<file path="src/rtl/gcd_pkg.sv">
`default_nettype none
// ============================================================================
// Module : gcd_pkg
// Desc   : Shared widths, ALU select codes and select decoding for the GCD datapath
// Rev    : 1.0
// ============================================================================
package gcd_pkg;

    localparam int unsigned GCD_W  = 8;
    localparam int unsigned ITER_W = 16;

    localparam logic [ITER_W-1:0] ITER_MAX = 16'hFFFF;

    localparam logic [3:0] S_EQ  = 4'b1111;
    localparam logic [3:0] S_LT  = 4'b1110;
    localparam logic [3:0] S_SUB = 4'b0010;
    localparam logic [3:0] S_NOP = 4'b0000;

    typedef enum logic [1:0] {
        OP_NOP = 2'd0,
        OP_EQ  = 2'd1,
        OP_LT  = 2'd2,
        OP_SUB = 2'd3
    } alu_op_e;

    // Any code outside the three defined ones behaves as a no-op.
    function automatic alu_op_e decode_op(input logic [3:0] s);
        alu_op_e op;
        case (s)
            S_EQ:    op = OP_EQ;
            S_LT:    op = OP_LT;
            S_SUB:   op = OP_SUB;
            default: op = OP_NOP;
        endcase
        return op;
    endfunction

endpackage : gcd_pkg
`default_nettype wire

</file>
<file path="src/rtl/gcd_datapath_if.sv">
`default_nettype none
// ============================================================================
// Module : gcd_datapath_if
// Desc   : Control/status bundle between the GCD control FSM and the datapath
// Rev    : 1.0
// ============================================================================
interface gcd_datapath_if
    import gcd_pkg::*;
#(
    parameter int unsigned W = GCD_W
) ();

    logic [W-1:0]      xin;
    logic [W-1:0]      yin;
    logic              Xs;
    logic              Ys;
    logic              Xld;
    logic              Yld;
    logic              Dld;
    logic [3:0]        S;
    logic              D;
    logic [W-1:0]      gcd_out;
    logic              gcd_valid;
    logic              err;
    logic [ITER_W-1:0] iter_cnt;

    // Controller side
    modport master (
        output xin, yin, Xs, Ys, Xld, Yld, Dld, S,
        input  D, gcd_out, gcd_valid, err, iter_cnt
    );

    // Datapath side
    modport slave (
        input  xin, yin, Xs, Ys, Xld, Yld, Dld, S,
        output D, gcd_out, gcd_valid, err, iter_cnt
    );

endinterface : gcd_datapath_if
`default_nettype wire

</file>
<file path="src/rtl/gcd_alu.sv">
`default_nettype none
// ============================================================================
// Module : gcd_alu
// Desc   : Combinational compare / subtract unit feeding the GCD registers
// Rev    : 1.0
// ============================================================================
module gcd_alu
    import gcd_pkg::*;
#(
    parameter int unsigned W = GCD_W
) (
    input  wire logic [W-1:0] x_i,
    input  wire logic [W-1:0] y_i,
    input  wire logic [3:0]   s_i,
    input  wire logic         ys_i,
    output logic      [W-1:0] alu_o,
    output logic              d_o
);

    alu_op_e w_op;

    assign w_op = decode_op(s_i);

    always_comb begin
        alu_o = '0;
        d_o   = 1'b0;
        case (w_op)
            // A zero operand forces "equal" so the controller heads to done.
            OP_EQ:   d_o = (x_i != y_i) && (x_i != '0) && (y_i != '0);
            OP_LT:   d_o = (x_i < y_i);
            OP_SUB:  alu_o = ys_i ? (y_i - x_i) : (x_i - y_i);
            default: begin
                alu_o = '0;
                d_o   = 1'b0;
            end
        endcase
    end

endmodule : gcd_alu
`default_nettype wire

</file>
<file path="src/rtl/gcd_datapath.sv">
`default_nettype none
// ============================================================================
// Module : gcd_datapath
// Desc   : Subtractive-GCD operand, result and status registers around gcd_alu
// Rev    : 1.0
// ============================================================================
module gcd_datapath
    import gcd_pkg::*;
#(
    parameter int unsigned W = GCD_W
) (
    input  wire logic     clk,
    input  wire logic     rst,
    gcd_datapath_if.slave dp
);

    logic [W-1:0]      x_q,     x_d;
    logic [W-1:0]      y_q,     y_d;
    logic [W-1:0]      out_q,   out_d;
    logic              valid_q, valid_d;
    logic              err_q,   err_d;
    logic [ITER_W-1:0] iter_q,  iter_d;

    alu_op_e      w_op;
    logic [W-1:0] w_alu;
    logic         w_d;
    logic         w_fresh;
    logic         w_dual;
    logic         w_alu_ys;
    logic         w_sub_step;
    logic         w_zero_eq;

    assign w_op       = decode_op(dp.S);
    assign w_fresh    = dp.Xld & ~dp.Xs;
    assign w_dual     = dp.Xs & dp.Ys & dp.Xld & dp.Yld;
    // Both registers reloading from the ALU is illegal; both then take X - Y.
    assign w_alu_ys   = dp.Ys & ~w_dual;
    assign w_sub_step = (w_op == OP_SUB) && (dp.Xld || dp.Yld);
    assign w_zero_eq  = (w_op == OP_EQ) && ((x_q == '0) || (y_q == '0));

    gcd_alu #(
        .W (W)
    ) u_alu (
        .x_i   (x_q),
        .y_i   (y_q),
        .s_i   (dp.S),
        .ys_i  (w_alu_ys),
        .alu_o (w_alu),
        .d_o   (w_d)
    );

    always_comb begin
        x_d     = x_q;
        y_d     = y_q;
        out_d   = out_q;
        valid_d = valid_q;
        err_d   = err_q;
        iter_d  = iter_q;

        if (dp.Xld) begin
            x_d = dp.Xs ? w_alu : dp.xin;
        end
        if (dp.Yld) begin
            y_d = dp.Ys ? w_alu : dp.yin;
        end
        if (dp.Dld) begin
            out_d   = x_q;
            valid_d = 1'b1;
        end

        // A fresh job owns the status; it wins over a same-cycle Dld.
        if (w_fresh) begin
            valid_d = 1'b0;
            iter_d  = '0;
            err_d   = 1'b0;
        end else begin
            if (w_sub_step && (iter_q != ITER_MAX)) begin
                iter_d = iter_q + 16'd1;
            end
            if (w_dual || w_zero_eq) begin
                err_d = 1'b1;
            end
        end
    end

    always_ff @(posedge clk) begin
        if (rst) begin
            x_q     <= '0;
            y_q     <= '0;
            out_q   <= '0;
            valid_q <= 1'b0;
            err_q   <= 1'b0;
            iter_q  <= '0;
        end else begin
            x_q     <= x_d;
            y_q     <= y_d;
            out_q   <= out_d;
            valid_q <= valid_d;
            err_q   <= err_d;
            iter_q  <= iter_d;
        end
    end

    assign dp.D         = w_d;
    assign dp.gcd_out   = out_q;
    assign dp.gcd_valid = valid_q;
    assign dp.err       = err_q;
    assign dp.iter_cnt  = iter_q;

endmodule : gcd_datapath
`default_nettype wire

</file>
<file path="src/flat_wrapper.sv">
// flat-port wrapper written by rule: the top's interface ports become plain ports
module gcd_datapath_flat import gcd_pkg::*;
#(
    parameter int unsigned W = GCD_W
)
  (clk, rst, dp_xin, dp_yin, dp_Xs, dp_Ys, dp_Xld, dp_Yld, dp_Dld, dp_S, dp_D, dp_gcd_out, dp_gcd_valid, dp_err, dp_iter_cnt);
  gcd_datapath_if #(.W(W)) dp_i ();
  input  wire logic clk;
  input  wire logic rst;
  input wire logic [$bits(dp_i.xin)-1:0] dp_xin;
  input wire logic [$bits(dp_i.yin)-1:0] dp_yin;
  input wire logic [$bits(dp_i.Xs)-1:0] dp_Xs;
  input wire logic [$bits(dp_i.Ys)-1:0] dp_Ys;
  input wire logic [$bits(dp_i.Xld)-1:0] dp_Xld;
  input wire logic [$bits(dp_i.Yld)-1:0] dp_Yld;
  input wire logic [$bits(dp_i.Dld)-1:0] dp_Dld;
  input wire logic [$bits(dp_i.S)-1:0] dp_S;
  output wire logic [$bits(dp_i.D)-1:0] dp_D;
  output wire logic [$bits(dp_i.gcd_out)-1:0] dp_gcd_out;
  output wire logic [$bits(dp_i.gcd_valid)-1:0] dp_gcd_valid;
  output wire logic [$bits(dp_i.err)-1:0] dp_err;
  output wire logic [$bits(dp_i.iter_cnt)-1:0] dp_iter_cnt;
  assign dp_i.xin = dp_xin;
  assign dp_i.yin = dp_yin;
  assign dp_i.Xs = dp_Xs;
  assign dp_i.Ys = dp_Ys;
  assign dp_i.Xld = dp_Xld;
  assign dp_i.Yld = dp_Yld;
  assign dp_i.Dld = dp_Dld;
  assign dp_i.S = dp_S;
  assign dp_D = dp_i.D;
  assign dp_gcd_out = dp_i.gcd_out;
  assign dp_gcd_valid = dp_i.gcd_valid;
  assign dp_err = dp_i.err;
  assign dp_iter_cnt = dp_i.iter_cnt;
  gcd_datapath #(.W(W)) u_core (.clk(clk), .rst(rst), .dp(dp_i));
endmodule
</file>
<file path="config.mk">
export PLATFORM = sky130hd
export DESIGN_NAME = gcd_datapath_flat
export DESIGN_NICKNAME = d
export VERILOG_FILES = /design/src/rtl/gcd_pkg.sv /design/src/rtl/gcd_datapath_if.sv /design/src/rtl/gcd_alu.sv /design/src/rtl/gcd_datapath.sv /design/src/flat_wrapper.sv
export SDC_FILE = /design/constraint.sdc
export NUM_CORES = 1
export LEC_CHECK = 0
export CAP_MARGIN = 20
export CORE_MARGIN = 2
export CORE_UTILIZATION = 30
export CTS_CLUSTER_SIZE = 25
export DETAILED_ROUTE_END_ITERATION = 8
export HOLD_SLACK_MARGIN = 0.12
export REMOVE_ABC_BUFFERS = 1
export SETUP_SLACK_MARGIN = 0.02
export SLEW_MARGIN = 5
export SYNTH_ARGS = -nofsm -noshare
export SYNTH_HDL_FRONTEND = slang
export SYNTH_SLANG_ARGS = --single-unit
</file>
<file path="constraint.sdc">
create_clock -name clk -period 3.9 [get_ports clk]
set_input_delay 1.17 -clock clk [delete_from_list [all_inputs] [get_ports clk]]
set_output_delay 1.17 -clock clk [all_outputs]
set_load 0.1 [all_outputs]
</file>
* After elaboration in Yosys (flattened, before gate mapping)
Index checks and enable logic that the tools add are counted.
** Storage, ports and cells
- Input port bits :: 27
- Output and inout bits :: 27
- Bits in registers :: 42
- Logic and storage cells :: 44
** Operators by class
- Reduce and logical (&&, ||, !) cells :: 13
- Magnitude comparators :: 1
- Bitwise operators :: 7
- $add $sub $neg :: 3
- Equal/unequal tests :: 8
- Muxes and demuxes :: 6
** Operators with widths (number)
- $mux 8 :: 4
- $add 16x1->16 const B :: 1
- $logic_not 8->1 :: 2
- $ne 16x16->1 const B :: 1
- $reduce_bool 8->1 :: 2
- $sub 8x8->8 :: 2
- $eq 4x4->1 const B :: 2
- $lt 8x8->1 :: 1
- $ne 8x8->1 :: 1
- $pmux 2 s3 :: 1
- $and 1x1->1 :: 5
- $logic_and 1x1->1 :: 5
- $eq 2x2->1 const B :: 2
- $eq 4x2->1 const B :: 1
- $logic_or 1x1->1 :: 3
- $eq 2x1->1 const B :: 1
- $not 1->1 :: 2
- $pmux 1 s2 :: 1
- $reduce_or 2->1 :: 1

* Depth between registers and ports, before layout
Gate-level depths: netlist of run 1.
- Depth after elaboration :: 8
- Mapped depth :: 10
- Depth with buffers taken out :: 10

* By module
From an unflattened synthesis of run 1, not the netlist that was laid out.
** Second synthesis, totals
- Cell total of the unflattened synthesis :: 337
- Area total of the unflattened synthesis :: 2800.2 sq um
** Modules (own cells, without submodules)
- gcd_datapath :: cells an instance 226, instances 1, sequential area each 840.8 sq um, area an instance 1988.2 sq um
- gcd_alu :: cells an instance 111, instances 1, sequential area each 0.0 sq um, area an instance 812.0 sq um

* Worst setup path before layout of run 1
No wires, ideal clock.
- Path kind :: input port to output port
- Start :: input dp_S[2]
- End :: output dp_D
- Arrival time :: 3.531 ns
- Required time :: 2.730 ns
- Path slack :: -0.801 ns
- Cell stages on the path :: 6
- Path buffers :: 0
- Cell sequence :: and3_1 -> o21ai_0 -> ha_1 -> a211oi_1 -> nand2_1 -> o22ai_1
** Between the ends
- Longest elaborated chain between the ends :: 4
- Elaborated cells between the ends (all ways) :: 7
- Classes of those cells :: eq/ne: 5; mux: 2
** Ends and longest elaborated chain
- start, declared :: line flat_wrapper.sv:17 : input wire logic [$bits(dp_i.S)-1:0] dp_S;
- $eq 4x2->1 / $eq 4x4->1 (equally long branches) :: line gcd_pkg.sv:29 : case (s)
- $pmux 2 s3 * :: line gcd_pkg.sv:29
- $eq 2x2->1 / $eq 2x1->1 (equally long branches) :: line gcd_alu.sv:27 : case (w_op)
- $pmux 1 s2 * :: line gcd_alu.sv:27
- end, declared :: line flat_wrapper.sv:18 : output wire logic [$bits(dp_i.D)-1:0] dp_D;
Mark *: on every way between the ends. The rest lies on a longest branch, timed or not.

* Final worst setup path of run 1
Ends and elaborated chain as after synthesis.

==> results of run 1 <==
## critical path, cell delays in order
cell and delay [ns]:
buf_2 0.13, and3_4 0.19, o21ai_4 0.19, ha_4 0.23, a211oi_2 0.14, nand2_1 0.09, o22ai_2 0.18, buf_6 0.14
buf_12 0.16
## cell families (layout without fill, tap and decap cells)
family                   Yosys count  in the layout  share of synthesized area [%]
AND/OR/NAND/NOR                  122            122                          22.91
AO/OA/AOI/OAI                     57             57                          15.73
XOR/XNOR                          18             18                          5.761
buffers and inverters             42             95                          6.218
adder cells (fa/ha/maj)           23             23                          11.07
multiplexers                      20             20                          7.590
flip-flops                        42             42                          30.73
## metal layers
metal / up-vias / GRT usage, %
met1: 1177 / 18.99
met3: 11 / 3.303
met4: 0 / 4.215
met5: - / 0
li1: 1251 / -
met2: 67 / 24.84
## metrics by stage
| step | instance area, um2 | hold slack, ns | TNS [ns] | total power [W] | utilization, % |
|---|---|---|---|---|---|
| 3_3_place_gp | 3346 | 0.4717 | -0.4217 | 0.0007220 | 38.18 |
| 3_5_place_dp | 3346 | 0.4736 | -0.4844 | 0.0007240 | 38.18 |
| 6_report | 3480 | 0.4871 | 0 | 0.001025 | 39.71 |
| 4_1_cts | 3477 | 0.4877 | 0 | 0.001040 | 39.68 |
| 5_1_grt | 3480 | 0.5135 | 0 | 0.001092 | 39.71 |
| 2_1_floorplan | 2660 | 0.4836 | -0.8013 | 0.0006296 | - |
## report_power, final
group,switching [W],leakage (nW),internal [W],total [W]
Clock,0.000176,0.0447,0.000129,0.000305
Sequential,0.0000159,0.342,0.000442,0.000458
Combinational,0.000153,1.03,0.000110,0.000262
Total,0.000344,1.41,0.000681,0.00103
## flip-flops by register name (all words and copies together), names as in the netlist
register             flops
u_core.x_q               8
u_core.dp.gcd_out        8
u_core.dp.gcd_valid      1
u_core.y_q               8
u_core.dp.iter_cnt      16
u_core.dp.err            1
## final timing paths
path | slack, ns | endpoint | startpoint | depth (start not counted)
max | 0.12 | dp_D | dp_S[2] | 9
min | 0.49 | u_core.dp.gcd_valid | u_core.dp.gcd_valid | 2
max reg2reg | 1.43 | u_core.y_q[6] | u_core.x_q[0] | 10
min reg2reg | 0.49 | u_core.dp.gcd_valid | u_core.dp.gcd_valid | 2
## area by class of cell
| class | count | area [um2] |
|---|---|---|
| Inverter | 25 | 93.84 |
| Clock buffer | 5 | 68.82 |
| Fill cell | 912 | 5284 |
| Timing Repair Buffer | 62 | 538.0 |
| Sequential cell | 42 | 840.8 |
| Clock inverter | 3 | 25.02 |
| Tap cell | 108 | 135.1 |
| Multi-Input combinational cell | 240 | 1778 |
## cell usage after synthesis, types with 2 or more instances
| master | count | share of area [%] |
|---|---|---|
| nor2b_1 | 9 | 2.1 |
| a31oi_1 | 2 | 0.46 |
| xnor2_1 | 10 | 3.2 |
| xor2_1 | 8 | 2.6 |
| a311oi_1 | 6 | 1.9 |
| nor4_1 | 8 | 1.8 |
| a211oi_1 | 8 | 2.2 |
| and2_1 | 2 | 0.46 |
| o21ai_0 | 7 | 1.3 |
| a221oi_1 | 3 | 0.96 |
| nand2b_1 | 4 | 0.91 |
| a221o_1 | 2 | 0.73 |
| a2bb2oi_1 | 2 | 0.64 |
| mux2i_1 | 17 | 6.2 |
| nand3_1 | 12 | 2.2 |
| a21o_1 | 4 | 1.1 |
| ha_1 | 21 | 9.6 |
| dfxtp_1 | 42 | 31 |
| nor2_1 | 40 | 5.5 |
| mux2_2 | 2 | 0.82 |
| buf_1 | 2 | 0.27 |
| clkbuf_1 | 12 | 1.6 |
| fa_1 | 2 | 1.5 |
| o211ai_1 | 5 | 1.4 |
| nand2_1 | 16 | 2.2 |
| inv_1 | 25 | 3.4 |
| nor3_1 | 6 | 1.1 |
| a21oi_1 | 9 | 1.6 |
| and3_1 | 7 | 1.6 |
| nand4_1 | 9 | 2.1 |
| or4_1 | 2 | 0.55 |
## repair_timing
| action | CTS | global route |
|---|---|---|
| hold endpoints to repair | 0 | 0 |
| resized for setup | 16 | 9 |
| setup endpoints to repair | 1 | 1 |
| pin swaps | 6 | 7 |
==> impl_results.md, run 1 <==
* Detailed Place HPWL at 5321 um
* Synth Flop Type: dfxtp_1
* Register bit count reported by yosys at 42
* Layout Nets at 426
* Most frequent cells in the layout: 42 x dfxtp_1, 40 x nor2_1, 31 x buf_4
* Vias in the first global route at 2464
* Die width at 99.51 um
* CTS tree: done
* Largest net degree at the start of global routing at 20
* GRT overflow at 0
* Final cell count without fillers at 485
* # H-tree levels at 2
* Period utilization at 96.96%
* Lkg Pwr at 1.412 nW
* Pre-CTS WS at -0.4844 ns
* Full die area at 9901 um2
* First-pass GRT wire length at 11850 um
* Ant diodes at 0
* Clk slew on worst S/H paths at 0.08 ns
* Fmax at 0.2644 GHz
* Fraction of registers with async set/reset at 0%
* GPL Wtd Cong at 0.8957
* DR vias/cell at 5.167
* Die Height at 99.51 um
* Initial core utilization at 31.23%
* Crit Path Max Fanout at 3
* Max-cap viol count at 0
* Layout cell share with drive strength beyond 1 at 16.18%
* Fin crit period at 3.781 ns
* Most common cell after layout, fill and taps aside: dfxtp_1
* Max Buffers Root-to-Sink at 2
* PwrDens at 294.7 nW/um2
* Yosys cell types at 51
* Vias at 2506
* CTS Root Cell: clkbuf_8
* Slew HR at 35.16%
* Area growth syn-to-layout at 27.16%
* Drt initial violations at 120
* DR pass1 iterations at 4
* Input/output buffers at 53
* VDD IR max at 0.1263 mV
* Clock latency on the worst-skew pair at 0.31 ns
* Post CTS Setup Buffer Count at 0
* Slew @ Worst Pin at 0.9696 ns
* Worst Path Required at 2.73 ns
* Hold Buf Count CTS at 0
* Antenna violations before repair at 0
* Core Area at 8763 um2
* Met2 Routed Length at 3262 um
* RSZ-0062 raised after global routing: false
* Crit path kind: input pin to primary output
* Synth Instances at 324
* Startpoint types: input pin
* Uppermost layer routed: met4
* Critical Path End Type: primary output
* Hold Vio Cnt, Final at 0
* Max-slew violation count at 0
* Post-synthesis cell area at 2736 um2
* Final ANT Viol Nets at 0
* EDFF count, synth at 0
* Routed length per instance at 14.51 um
* IO Pins at 54
* Number of synthesis warnings at 0
* # rows at 34
* Worst Path Arrival at 2.61 ns
* CTS sink cnt at 42
* Placed Instances at 477
* Mean cell area of the mapped netlist at 8.446 um2
* Final WL at 7036 um
* DR WL met3 at 413 um
* Remaining DRCs at 0
* Status: completed
* HP Class: flop to flop
* Fin Clk Skew at 0.008884 ns
* Tot GR Track Use at 14.77%
* # setup viols final at 0
* Wl on met1 at 3255 um
* Post-layout worst setup margin at 0.1185 ns
* CTS buffer count at 5
* Sequential-to-total area share from yosys stat at 30.73%
Power figures use the tool's default switching activity.
==> inputs of run 2 (changes only) <==
--- a/config.mk
+++ b/config.mk
@@ -10,6 +10,7 @@
 export CORE_UTILIZATION = 30
 export CTS_CLUSTER_SIZE = 25
 export DETAILED_ROUTE_END_ITERATION = 8
+export GPL_ROUTABILITY_DRIVEN = 0
 export HOLD_SLACK_MARGIN = 0.12
 export REMOVE_ABC_BUFFERS = 1
 export SETUP_SLACK_MARGIN = 0.02
==> results of run 2 <==
No change in the layout: final DEF, timing and power equal those of run 1.
==> inputs of run 3 (changes only) <==
--- a/config.mk
+++ b/config.mk
@@ -7,11 +7,12 @@
 export LEC_CHECK = 0
 export CAP_MARGIN = 20
 export CORE_MARGIN = 2
-export CORE_UTILIZATION = 30
+export CORE_UTILIZATION = 52
 export CTS_CLUSTER_SIZE = 25
 export DETAILED_ROUTE_END_ITERATION = 8
 export GPL_ROUTABILITY_DRIVEN = 0
 export HOLD_SLACK_MARGIN = 0.12
+export PLACE_DENSITY = 0.8
 export REMOVE_ABC_BUFFERS = 1
 export SETUP_SLACK_MARGIN = 0.02
 export SLEW_MARGIN = 5
==> constraint.sdc (replaced) <==
create_clock -name clk -period 4.19 [get_ports clk]
set_input_delay 1.257 -clock clk [delete_from_list [all_inputs] [get_ports clk]]
set_output_delay 1.257 -clock clk [all_outputs]
set_load 0.1 [all_outputs]
==> run 3 against run 2 <==
Against the previous run: highest routed layer unchanged; clock power decreased by 12%; cell area increased by 0.50%; via count increased by 3.6%; register-to-register slack improved by 0.22 ns; global-route usage increased by 10 points; sequential cell count unchanged; die area decreased by 41%; combinational power decreased by 6%; non-clock buffer count increased by 4; critical path depth unchanged.
==> impl_results.md, run 3 (synthesis gave the netlist of run 1 again) <==
* CTS buffer count at 5 (unchanged)
* Full die area at 5858 um2 (was 9901 um2)
* Hold Buf Count CTS at 0 (unchanged)
* CTS Root Cell: clkbuf_8 (unchanged)
* Post-layout worst setup margin at 0.1113 ns (was 0.1185 ns)
* IO Pins at 54 (unchanged)
* Slew @ Worst Pin at 0.9727 ns (was 0.9696 ns)
* RSZ-0062 raised after global routing: false (unchanged)
* Max-slew violation count at 0 (unchanged)
* Max Buffers Root-to-Sink at 2 (unchanged)
* Die width at 76.54 um (was 99.51 um)
* VDD IR max at 0.1648 mV (was 0.1263 mV)
* Status: completed (unchanged)
* Fill count at 417 (was 912)
* Fin crit period at 4.079 ns
* Most frequent cells in the layout: 48 x clkdlybuf4s50_1, 42 x dfxtp_1, 40 x nor2_1 (was 42 x dfxtp_1, 40 x nor2_1, 31 x buf_4)
* Worst setup path endpoint: dp_D (unchanged)
* CTS sink cnt at 42 (unchanged)
* Worst Path Required at 2.93 ns (was 2.73 ns)
* Worst Path Arrival at 2.82 ns (was 2.61 ns)
* Slew HR at 34.95% (was 35.16%)
* Drt initial violations at 121 (was 120)
* Clock latency on the worst-skew pair at 0.30 ns (was 0.31 ns)
* Crit Path Max Fanout at 3 (unchanged)
* Antenna violations before repair at 0 (unchanged)
* Remaining DRCs at 0 (unchanged)
* Initial core utilization at 53.58% (was 31.23%)
* CTS tree: done (unchanged)
* Crit path kind: input pin to primary output (unchanged)
* Reg2reg setup slack at 1.65 ns (was 1.43 ns)
* Largest register FFs at 16 (unchanged)
* Detailed Place HPWL at 5099 um (was 5321 um)
* Max-cap viol count at 0 (unchanged)
* Reg2Reg Depth at 10 (unchanged)
* Vias at 2595 (was 2506)
* Core Util, Final at 68.47% (was 39.71%)
* Critical Path End Type: primary output (unchanged)
* Most common cell after layout, fill and taps aside: clkdlybuf4s50_1 (was dfxtp_1)
* First-pass GRT wire length at 11810 um (was 11850 um)
* Input/output buffers at 53 (unchanged)
* Final ANT Viol Nets at 0 (unchanged)
* Ant diodes at 0 (unchanged)
* Layout Nets at 430 (was 426)
* GRT overflow at 0 (unchanged)
* DR vias/cell at 5.754 (was 5.167)
* Period utilization at 97.34%
* Core Area at 5107 um2 (was 8763 um2)
* Final WL at 6906 um (was 7036 um)
* # setup viols final at 0 (unchanged)
* Routed length per instance at 15.31 um (was 14.51 um)
* Area growth syn-to-layout at 27.80% (was 27.16%)
* Hold Vio Cnt, Final at 0 (unchanged)
* # H-tree levels at 2 (unchanged)
* Worst reg2reg path startpoint: u_core.x_q[0] (unchanged)
* Register area at 840.8 um2 (unchanged)
* PwrDens at 268.9 nW/um2 (was 294.7 nW/um2)
* # rows at 26 (was 34)
* HP Class: flop to flop (unchanged)
* Layout cell share with drive strength beyond 1 at 10.24% (was 16.18%)
* Largest net degree at the start of global routing at 20 (unchanged)
* Area of the multi-input gates at 1755 um2 (was 1778 um2)
* Lkg Pwr at 1.393 nW (was 1.412 nW)
* DR pass1 iterations at 4 (unchanged)
* Clk slew on worst S/H paths at 0.08 ns (about the same)
* Tot GR Track Use at 24.75% (was 14.77%)
* Pre-CTS WS at -0.3284 ns (was -0.4844 ns)
* R2r endpoint: u_core.y_q[6] (unchanged)
* Fmax at 0.2452 GHz
* Startpoint types: input pin (unchanged)
* Fin Clk Skew at 0.008938 ns (was 0.008884 ns)
* Die Height at 76.54 um (was 99.51 um)
* Vias in the first global route at 2598 (was 2464)
* Setup crit start: dp_S[0] (was dp_S[2])
-- run 3: routing by layer --
metal	vias to the layer above	global-route usage (%)	share of wire [%]
li1	1260	-	-
met1	1234	29.74	44
met2	77	42.39	47
met3	24	4.502	5.2
met4	0	12.18	3.2
met5	-	0	0
-- run 3: final cells by class --
type	instances	share of cell area, %
Tap cell	70	2.504
Sequential cell	42	24.04
Clock inverter	2	0.3936
Clock buffer	6	2.075
Inverter	25	2.683
Timing Repair Buffer	66	18.10
Multi-Input combinational cell	240	50.20
-- run 3: critical path, cell delays in order --
cell	delay, ns
dlygate4sd2_1	0.26
and3_1	0.16
o21ai_2	0.19
ha_4	0.24
a211oi_2	0.15
nand2_1	0.08
o22ai_1	0.16
buf_4	0.16
buf_12	0.17
-- run 3: power breakdown --
group | internal (W) | switching [W]
registers | 0.000411 | 0.0000157
logic | 0.000105 | 0.000141
clock network | 0.000118 | 0.000149
-- run 3: worst min-delay path by stage --
stage / start / endpoint / slack, ns / cells past startpoint
after global routing: u_core.dp.gcd_valid / u_core.dp.gcd_valid / 0.52 / 2
after CTS: u_core.dp.gcd_valid / u_core.dp.gcd_valid / 0.49 / 2
after detailed placement: u_core.dp.gcd_valid / u_core.dp.gcd_valid / 0.48 / 2
after floorplan: u_core.y_q[3] / u_core.y_q[3] / 0.48 / 2
after global placement: u_core.dp.gcd_valid / u_core.dp.gcd_valid / 0.45 / 2
final: u_core.dp.gcd_valid / u_core.dp.gcd_valid / 0.49 / 2
-- run 3: per-stage QoR --
stage | hold WS [ns] | cell area (um2) | instances | setup TNS, ns | total power, W
6_report | 0.4866 | 3497 | 451 | 0 | 0.0009403
5_1_grt | 0.5224 | 3497 | 451 | 0 | 0.0009841
2_1_floorplan | 0.4836 | 2660 | 307 | -0.6853 | 0.0005860
4_1_cts | 0.4910 | 3501 | 451 | 0 | 0.0009399
3_3_place_gp | 0.4466 | 3371 | 441 | -0.2810 | 0.0006697
3_5_place_dp | 0.4769 | 3371 | 441 | -0.3284 | 0.0006749
-- run 3: timing repair --
action	in CTS	in global routing
gates resized for setup	13	6
gates cloned	0	0
pin swaps	5	2
endpoints found under the setup margin	1	1
buffers inserted	2	0
